<file path="src/rtl/dma_copy.sv">
// dma_copy: byte-by-byte memory-to-memory copy engine on memory_bus.
//
// Requests the bus from an external arbiter, then for each byte performs a
// read (one setup cycle plus a capture cycle) followed by a write. Both the
// capture and the write stall while bus_halt is high. Source and destination
// addresses wrap modulo 2^24.
//
// Handshakes:
//   start/done   : start is a one-cycle pulse accepted only in IDLE. done is a
//                  one-cycle pulse, registered, seen in the cycle after the last
//                  write completes (remaining already reads 0 then).
//   request/grant: bus_request is held from the accepted start until IDLE.
//                  bus_grant is only looked at in REQUEST, and the arbiter must
//                  keep it high while bus_request is high.
//   bus_halt     : when high, the current read capture or write is held with
//                  address, data_out, bus_enable and write_enable stable.
//
// Ports:
//   clk, reset (async, active-low)
//   start, src_address, dst_address, length, abort   - control inputs
//   busy, done, aborted, remaining                   - status outputs
//   bus_request, bus_grant                           - arbitration
//   address, data_out, data_in, bus_enable,
//   write_enable, bus_halt                           - memory_bus side
//   dbg_state                                        - current FSM state
module dma_copy #(
    parameter int LEN_WIDTH = 16
) (
    input  logic                 clk,
    input  logic                 reset,
    input  logic                 start,
    input  logic [23:0]          src_address,
    input  logic [23:0]          dst_address,
    input  logic [LEN_WIDTH-1:0] length,
    input  logic                 abort,
    output logic                 busy,
    output logic                 done,
    output logic                 aborted,
    output logic [LEN_WIDTH-1:0] remaining,
    output logic                 bus_request,
    input  logic                 bus_grant,
    output logic [23:0]          address,
    output logic [7:0]           data_out,
    input  logic [7:0]           data_in,
    output logic                 bus_enable,
    output logic                 write_enable,
    input  logic                 bus_halt,
    output logic [2:0]           dbg_state
);

    typedef enum logic [2:0] {
        IDLE         = 3'd0,
        REQUEST      = 3'd1,
        READ_SETUP   = 3'd2,
        READ_CAPTURE = 3'd3,
        WRITE        = 3'd4,
        NEXT         = 3'd5
    } state_t;

    state_t               state;
    state_t               next_state;
    logic [23:0]          src;
    logic [23:0]          dst;
    logic [LEN_WIDTH-1:0] count;
    logic [7:0]           latch;
    logic                 done_r;
    logic                 aborted_r;
    logic                 last_byte;

    assign last_byte = (count == LEN_WIDTH'(1));

    // State register.
    always_ff @(posedge clk or negedge reset) begin
        if (!reset) begin
            state <= IDLE;
        end else begin
            state <= next_state;
        end
    end

    // Next-state logic. Abort overrides every transition out of a busy state,
    // including the final NEXT, so aborted and done can never both pulse.
    always_comb begin
        next_state = state;
        case (state)
            IDLE: begin
                if (start && (length != '0)) next_state = REQUEST;
            end
            REQUEST: begin
                if (bus_grant) next_state = READ_SETUP;
            end
            READ_SETUP: begin
                next_state = READ_CAPTURE;
            end
            READ_CAPTURE: begin
                if (!bus_halt) next_state = WRITE;
            end
            WRITE: begin
                if (!bus_halt) next_state = NEXT;
            end
            NEXT: begin
                next_state = last_byte ? IDLE : READ_SETUP;
            end
            default: begin
                next_state = IDLE;
            end
        endcase
        if (abort && (state != IDLE)) next_state = IDLE;
    end

    // Datapath and status pulses.
    always_ff @(posedge clk or negedge reset) begin
        if (!reset) begin
            src       <= '0;
            dst       <= '0;
            count     <= '0;
            latch     <= '0;
            done_r    <= 1'b0;
            aborted_r <= 1'b0;
        end else begin
            done_r    <= 1'b0;
            aborted_r <= 1'b0;
            if (state == IDLE) begin
                if (start) begin
                    if (length != '0) begin
                        src   <= src_address;
                        dst   <= dst_address;
                        count <= length;
                    end else begin
                        // Empty copy: report completion without touching the bus.
                        done_r <= 1'b1;
                    end
                end
            end else if (abort) begin
                aborted_r <= 1'b1;
            end else begin
                case (state)
                    READ_CAPTURE: begin
                        if (!bus_halt) latch <= data_in;
                    end
                    NEXT: begin
                        src   <= src + 24'd1;
                        dst   <= dst + 24'd1;
                        count <= count - LEN_WIDTH'(1);
                        if (last_byte) done_r <= 1'b1;
                    end
                    default: begin
                    end
                endcase
            end
        end
    end

    // Bus outputs are decoded from the state; address and data_out may show
    // stale register values when bus_enable is low.
    always_comb begin
        bus_enable   = (state == READ_SETUP) || (state == READ_CAPTURE) || (state == WRITE);
        write_enable = (state == WRITE);
        address      = (state == WRITE) ? dst : src;
    end

    assign data_out    = latch;
    assign busy        = (state != IDLE);
    assign bus_request = (state != IDLE);
    assign done        = done_r;
    assign aborted     = aborted_r;
    assign remaining   = count;
    assign dbg_state   = state;

endmodule

</file>
<file path="config.mk">
export PLATFORM = sky130hd
export DESIGN_NAME = dma_copy
export DESIGN_NICKNAME = d
export VERILOG_FILES = /design/src/rtl/dma_copy.sv
export SDC_FILE = /design/constraint.sdc
export NUM_CORES = 1
export LEC_CHECK = 0
export ABC_AREA = 1
export CAP_MARGIN = 20
export CELL_PAD_IN_SITES_DETAIL_PLACEMENT = 1
export CELL_PAD_IN_SITES_GLOBAL_PLACEMENT = 2
export CORE_ASPECT_RATIO = 0.7
export CORE_MARGIN = 4
export CORE_UTILIZATION = 23
export CTS_BUF_LIST = sky130_fd_sc_hd__clkbuf_16
export DETAILED_ROUTE_END_ITERATION = 16
export GPL_TIMING_DRIVEN = 0
export PLACE_DENSITY_LB_ADDON = 0.1
export SLEW_MARGIN = 20
export SYNTH_ARGS = -nofsm -noshare
export SYNTH_HDL_FRONTEND = slang
export SYNTH_SLANG_ARGS = --single-unit
</file>
<file path="constraint.sdc">
create_clock -name clk -period 1.5 [get_ports clk]
set_input_delay 0.15 -clock clk [delete_from_list [all_inputs] [get_ports clk]]
set_output_delay 0.15 -clock clk [all_outputs]
set_load 0.02 [all_outputs]
</file>
Word level (Yosys, flattened, before mapping)
Index checks and enable logic that the tools add are counted.
{"block": "totals", "regBits": 77, "inputBits": 78, "wordCells": 68}
{"block": "classes", "add_sub_neg": 3, "n_eq_ne": 13, "n_mux": 31, "bitwise_logic": 3, "reduce_logical": 11}
{"cell": "$mux W24", "count": 11}
{"cell": "$mux W16", "count": 5}
{"cell": "$add A24 B1 Y24 const B", "count": 2}
{"cell": "$pmux W3 S6", "count": 1}
{"cell": "$eq A16 B1 Y1 const B", "count": 1}
{"cell": "$reduce_bool A16 Y1", "count": 1}
{"cell": "$sub A16 B1 Y16 const B", "count": 1}
{"cell": "$mux W3", "count": 5}
{"cell": "$reduce_and A4 Y1", "count": 3}
{"cell": "$ne A3 B3 Y1 const B", "count": 3}
{"cell": "$mux W1", "count": 8}
{"cell": "$eq A3 B2 Y1 const B", "count": 2}
{"cell": "$eq A3 B3 Y1 const B", "count": 2}
{"cell": "$ne A2 B1 Y1 const B", "count": 2}
{"cell": "$eq A3 B1 Y1 const B", "count": 1}
{"cell": "$logic_not A3 Y1", "count": 1}
{"cell": "$ne A3 B2 Y1 const B", "count": 1}
{"cell": "$not A1 Y1", "count": 3}
{"cell": "$reduce_bool A3 Y1", "count": 1}
{"cell": "$logic_and A1 B1 Y1", "count": 2}
{"cell": "$logic_or A1 B1 Y1", "count": 2}
{"cell": "$mux W2", "count": 1}
{"cell": "$ne A2 B2 Y1 const B", "count": 1}
{"cell": "$reduce_bool A2 Y1", "count": 1}

Logic depth before layout (Yosys ltp)
Gate-level depths: netlist of the first run.
{"block": "depth", "ltp_word": 5, "mapped_depth": 12, "mapped_depth_nobuf": 11}

Worst setup path before layout of the first run
Ideal clock, no wire load.
{"block": "synth_path", "kind": "register to output", "startpoint": "register state[0], in the netlist dbg_state[0]", "endpoint": "output address[1]", "t_arrival_ns": 1.690, "required_ns": 1.350, "slack_ns": -0.340, "path_stages_with_launch": 7, "cell_sequence": "dfrtp_1 inv_2 nand2_1 nor2_2 inv_2 clkbuf_1 o21ai_0"}
{"block": "synth_via", "elab_chain_len": 2}
{"item": "start, declared", "line_no": "60", "text": "state_t state;"}
{"item": "start signal, assigned", "line_no": "77", "text": "state <= next_state;"}
{"item": "$eq A3 B3 Y1", "line_no": "159", "text": "address = (state == WRITE) ? dst : src;"}
{"item": "$mux W24", "line_no": "159"}
{"item": "end, declared", "line_no": "42", "text": "output logic [23:0] address,"}
Every way passes these cells.

Worst setup path in the final report of the first run
Ends and elaborated chain as after synthesis.

==> metrics, run 1 <==
Die Y=~140 um; DP HPWL=21600 um; Initial Util=roughly a quarter; Setup CP Type=reg -> out; DIE AREA=about 27000 um^2; Tmin final=1.86 ns; Clock Latency Late Sink=about 0.36 ns; worst clock skew=between 0.015 and 0.02 ns; Final Cycle Share=124%; yosys warns=0; async set or reset register ratio after synthesis=100%; FF-to-FF End=dst[22]; Pre-antenna DRT Iters=5; status=finished, violations left; Post-route DRC=0; first-pass GRT wire length=46000 um; GP Congestion=between 0.8 and 0.9; Avg Vias per Cell=about 4.7; Worst Path Arrival=roughly 1.7 ns; via count of the first global-routing pass=a little over 7000; grt total ovfl=0; CTS H-Tree Depth=3; CTS tree=done; Peak Freq=539 MHz; I/O pin count=between 100 and 150; Finished Layout Cells=1489; post-synth top area cell=dfrtp_1; top cells by area, synth=dfrtp_1, nand2_1, nor2_1; layout cell share with drive strength beyond 1=between 30% and 40%; overall routed net length=about 30000 um; net count after synthesis=just over 1000; setup TNS after final layout=-21.68 ns; Worst Setup End Kind=output pin; CTS sink cnt=slightly below 80; sequential area share after synthesis=around a third; Mapped Cells=roughly 960; die width=between 150 and 200 um; Nets=between 1000 and 1500; DP Cell Count=roughly 1400; reg-to-reg setup timing slack=-0.24 ns; vias=approximately 7000; diode count=0; most frequent cell after synthesis=nand2_1; Global Route Usage Sum=between 20 and 25%; R2R Path Start=dbg_state[2]; Hold Vio Cnt, Final=0; Synth Area per Inst=5.98 um^2; critical path startpoint=dbg_state[0]; Setup-failing EPs final=94; worst-margin pin slew=between 0.3 and 0.4 ns; area delta synth->final=79.6%; most frequent cells after synthesis=nand2_1, nor2_1, nand3_1; Clock Tree Root=clkbuf_16; Synth top area share=approximately 34%; CTS Buf Count=9; main flop type after synthesis=dfrtp_1; #FFs+latches synth=77; initial antenna violation count=0; Syn Std Cell Area=roughly 5700 um^2; clk slew on worst S/H paths=0.06 ns; power density cells=about 2600 nW/um^2; critical path launch point type=register; Worst slew margin=74.1%; min setup slack post-route=-0.355 ns; fillers=about 2900; Post-synth EDFFs=0; Hold/Removal Path Class=in -> async; ANT nets after route=0; max cap viols=0; max-slew violation count=0; Max clock buf depth=2; peak supply drop=0.985 mV; RSZ-0062 raised after global routing=true; core footprint=about 24000 um^2; FP Rows=47; Distinct cells, synth=26; Hold Slack=0.226 ns; failing checks=setup timing; Required @ worst endpoint=about 1.4 ns; Max FO, Critical Path=7; DR WL/cell=slightly above 20 um; Pleak=between 4 and 5 nW; Starting DRT DRC Count=about 440; largest net degree at the start of global routing=56; Register-to-Register Path Depth=13; IO Port Bufs=134
==> metal layers <==
layer  vias to the layer above  global-route usage (%)  routed length, um
met2                       164                    33.7              13600
met3                        16                    4.03               1500
met4                         0                    3.27                243
met5                         -                       0                  0
met1                      3422                    33.5              15300
li1                       3427                       -                  -
==> flip-flops by register name, indices dropped and copies added (netlist names) <==
| register | count |
|---|---|
| data_out | 8 |
| aborted | 1 |
| dst | 24 |
| dbg_state | 3 |
| src | 24 |
| done | 1 |
| remaining | 16 |
==> metrics by stage <==
step	power [mW]	instance area, um^2	utilization (%)	setup slack [ns]
after floorplan	11.2	5880	-	-0.0347
final	26.6	10300	42.6	-0.355
after CTS	25.4	9800	40.7	-0.374
after global placement	16.3	7620	31.7	-3.54
after global routing	28.3	10300	42.6	-0.408
after detailed placement	16.4	7650	31.8	-0.843
==> placed cells by master, fill, tap and decap left out, types with 3 or more instances in the layout <==
cell	count
nand2_1	330
nor2_1	81
clkdlybuf4s50_1	78
nand3_1	68
dfrtp_1	68
nand2_2	67
inv_1	66
buf_6	43
buf_4	36
nand2_4	29
nor2_2	29
o21ai_2	27
nor2_4	25
buf_12	24
o21ai_4	21
dlygate4sd2_1	20
o21ai_1	17
o21ai_0	17
clkbuf_16	16
nand3_2	9
dfrtp_2	9
mux2_2	8
buf_16	7
dlymetal6s2s_1	7
buf_8	6
nand4_1	6
nand3b_1	6
inv_4	4
o21bai_1	4
nand3_4	3
clkbuf_8	3
or2_2	3
xnor2_1	3
bufinv_16	3
==> cell families after synthesis <==
family | share of synthesized area, %
AOI/OAI and AO/OA | 8.46
xor gates and xnor gates | 0.460
adders and majority gates | 0.876
buffers and inverters | 8.44
DFF | 33.7
muxes | 1.58
and+or+nand+nor | 46.5
==> where the power goes <==
part / total (mW) / internal, mW / switching [mW]
Combinational: 19.5 / 8.57 / 10.9
Sequential: 4.52 / 3.10 / 1.42
Clock: 2.66 / 1.62 / 1.04
Total: 26.6 / 13.3 / 13.4
==> critical path, cell delays in order, from the launching register on <==
cell and delay, ns:
dfrtp_2 0.43, inv_4 0.09, nand2_4 0.05, nor2_4 0.10
buf_12 0.15, inv_12 0.05, clkbuf_16 0.16, o21ai_4 0.18
buf_6 0.14
==> final cells by class <==
cell class              instances  area, um^2  share of cell area, %
plain buffers                  30         482                   4.70
clock buffers                   9         225                   2.20
clock inverters                 7         115                   1.12
inverters                      75         327                   3.18
multi-input cells             769        4450                   43.4
flip-flops and latches         77        1940                   18.9
well taps                     318         398                   3.88
repair buffers                204        2320                   22.6
==> worst max path at each step <==
stage                        end  slack (ns)  cells past startpoint
floorplan            address[10]       -0.03                      6
global placement    dbg_state[2]       -3.54                      1
detailed placement    address[9]       -0.84                      7
CTS                   address[1]       -0.37                      8
global route          address[1]       -0.41                      8
finish                address[1]       -0.36                      8
==> timing repair <==
item,in CTS,in global routing
resized for setup,539,133
gates cloned,12,3
hold endpoints to repair,41,0
pin swaps,33,37
buffers inserted,48,10
endpoints found under the setup margin,124,111
hold buffers,1,0
Power figures use the tool's default switching activity.
==> run 2, diff against run 1 <==
--- a/config.mk
+++ b/config.mk
@@ -15,7 +15,7 @@
 export CTS_BUF_LIST = sky130_fd_sc_hd__clkbuf_16
 export DETAILED_ROUTE_END_ITERATION = 16
 export GPL_TIMING_DRIVEN = 0
-export PLACE_DENSITY_LB_ADDON = 0.1
+export PLACE_DENSITY = 0.83
 export SLEW_MARGIN = 20
 export SYNTH_ARGS = -nofsm -noshare
 export SYNTH_HDL_FRONTEND = slang
==> run 2 against run 1 <==
  * The flow still finishes with violations (setup timing)
  * Clock power down 13%
  * Global-route usage decreased by 0.66 points
  * Clock skew shrank 0.0055 ns
  * Setup slack got worse by 0.13 ns
  * Critical path type is now in -> reg
  * Highest routed layer unchanged
==> metrics, run 2 (synthesis results as in run 1) <==
max-slew violation count=0 (unchanged); vias=7301 (was 7029); Hold/Removal Path Class=in -> async (unchanged); CTS Buf Count=9 (unchanged); Required @ worst endpoint=1.75 ns (was 1.35 ns); diode count=0 (unchanged); Initial Util=23.7% (unchanged); Tmin final=1.98 ns (was 1.86 ns); worst-path cell with the longest stage delay=clkdlybuf4s50_1 (was dfrtp_2); Avg Vias per Cell=4.89 (was 4.72); met3 usage=4.06% (was 4.03%); Pleak=4.73 nW (was 4.70 nW); largest net degree at the start of global routing=51 (was 56); FP Rows=47 (unchanged); Worst Setup End Kind=register (was output pin); CP dominant cell by count=nand2_4; via count of the first global-routing pass=7598 (was 7239); peak supply drop=1.05 mV (was 0.985 mV); Worst slew margin=69.8% (was 74.1%); met2 Use GR=34.1% (was 33.7%); Post-route DRC=0 (unchanged); GP Congestion=0.899 (was 0.863); Setup-failing EPs final=96 (was 94); die width=196 um (unchanged); Pre-antenna DRT Iters=5 (unchanged); Die Y=140 um (unchanged); Hold Slack=0.281 ns (was 0.226 ns); worst clock skew=0.0115 ns (was 0.0170 ns); overall routed net length=30200 um (was 30700 um); most frequent cells in the layout=nand2_1, nor2_1, clkdlybuf4s50_1 (unchanged); Max clock buf depth=2 (unchanged); CP cell instances=clkdlybuf4s50_1 > nor2_2 > nand2_1 > nor2_1 > nand2_1 > nand2_4 > nand2_4 > nand2_4 > buf_6 > inv_8 > buf_8 > buf_12 > buf_12 > nand2_4 > nand2_2 (was inv_4 > nand2_4 > nor2_4 > buf_12 > inv_12 > clkbuf_16 > o21ai_4 > buf_6); first-pass GRT wire length=45600 um (was 46000 um); layout cell share with drive strength beyond 1=33.3% (was 33.7%); clk slew on worst S/H paths=0.06 ns (about the same); initial antenna violation count=0 (unchanged); Worst Path Arrival=2.24 ns (was 1.71 ns); max cap viols=0 (unchanged); DR WL/cell=20.3 um (was 20.6 um); most common cell after layout, fill and taps aside=nand2_1 (unchanged); failing checks=setup timing (unchanged); Setup CP Type=in -> reg (was reg -> out); CTS H-Tree Depth=3 (unchanged); Hold Vio Cnt, Final=0 (unchanged); I/O pin count=135 (unchanged); worst-margin pin slew=0.453 ns (was 0.388 ns); Clock Latency Late Sink=0.37 ns (was 0.36 ns); Final Cycle Share=132% (was 124%); DIE AREA=27500 um^2 (unchanged); DP Cell Count=1408 (unchanged); core footprint=24100 um^2 (unchanged); Max FO, Critical Path=5 (was 7); Nets=1251 (was 1248); multi-input logic area=4460 um^2 (was 4450 um^2); GRT Max-Usage Layer=met2 (unchanged); Starting DRT DRC Count=479 (was 435); Peak Freq=504 MHz (was 539 MHz); Worst path max stage delay=0.49 ns (was 0.43 ns); Finished Layout Cells=1492 (was 1489); status=finished, violations left (unchanged); Clock Tree Root=clkbuf_16 (unchanged); area delta synth->final=77.2% (was 79.6%); reg-to-reg setup timing slack=-0.37 ns (was -0.24 ns); min setup slack post-route=-0.482 ns (was -0.355 ns); CTS tree=done (unchanged); critical path launch point type=input port (was register); grt total ovfl=0 (unchanged); IO Port Bufs=134 (unchanged); M1 GR Usage=31.2% (was 33.5%); register cell area after layout=1940 um^2 (about the same); ANT nets after route=0 (unchanged); DP HPWL=20300 um (was 21600 um); power density cells=2620 nW/um^2 (was 2600 nW/um^2); Global Route Usage Sum=21.6% (was 22.2%); CTS sink cnt=77 (unchanged); Design Power=26.5 mW (was 26.6 mW); fillers=2906 (was 2921); RSZ-0062 raised after global routing=true (unchanged)
==> run 2: cell types whose count changed in the layout (fill, tap and decap cells not counted), sizes merged, moves of 2 or more <==
cell / change
buf: +8
bufinv: -2
clkinv: +2
clkbuf: -5
clkdlybuf4s50: +3
dlymetal6s2s: -2
==> run 2: path summary, 6_finish.rpt <==
| kind | start | endpoint | cells after the start |
|---|---|---|---|
| setup / recovery | length[2] | dst[15] | 15 |
| hold / removal | reset | remaining[8] | 2 |
| setup reg to reg | dbg_state[0] | dst[15] | 15 |
| hold reg to reg | data_out[6] | data_out[6] | 1 |
| max in group asynchronous | reset | dst[4] | 3 |
| min in group clk | data_in[6] | data_out[6] | 2 |
==> run 2: timing repair <==
item,4_1_cts,5_1_grt
endpoints found under the hold margin,27,0
pin swaps,39,36
setup buffers,46,18
endpoints found under the setup margin,123,109
gates resized for setup,469,198
gates cloned,13,0
hold buffers,1,0
==> run 2: per-stage QoR <==
| stage | utilization, % | setup slack [ns] | setup TNS, ns | area (um^2) |
|---|---|---|---|---|
| finish | 42.1 | -0.482 | -31.18 | 10100 |
| global route | 42.1 | -0.529 | -35.99 | 10100 |
| CTS | 39.3 | -0.363 | -23.15 | 9440 |
| detailed placement | 31.8 | -0.853 | -56.02 | 7650 |
| global placement | 31.7 | -3.32 | -286.41 | 7620 |
| floorplan | - | -0.0347 | -0.381 | 5880 |
==> run 2: layout make-up <==
cell class              instances  area share, %
well taps                     318           3.93
repair buffers                205           22.0
clock buffers                   9           2.23
multi-input cells             769           44.1
flip-flops and latches         77           19.2
clock inverters                 7          0.655
plain buffers                  32           4.80
inverters                      75           3.08
==> run 2: routing by layer <==
| layer | up-vias | wire length (um) |
|---|---|---|
| met2 | 214 | 13600 |
| met4 | 0 | 366 |
| li1 | 3446 | - |
| met1 | 3609 | 14500 |
| met3 | 32 | 1690 |
| met5 | - | 0 |
==> run 2: power breakdown <==
part           leakage [nW]  switching (mW)  internal [mW]
logic                  3.64            11.0           8.54
clock network         0.136            1.04           1.28
registers             0.952            1.51           3.11
total                  4.73            13.6           12.9
==> run 2: worst max-delay path: cells and delay by family <==
kind / cells / cell delay, ns
buffers and inverters: 6 / 1.05
and+or+nand+nor: 9 / 1.02
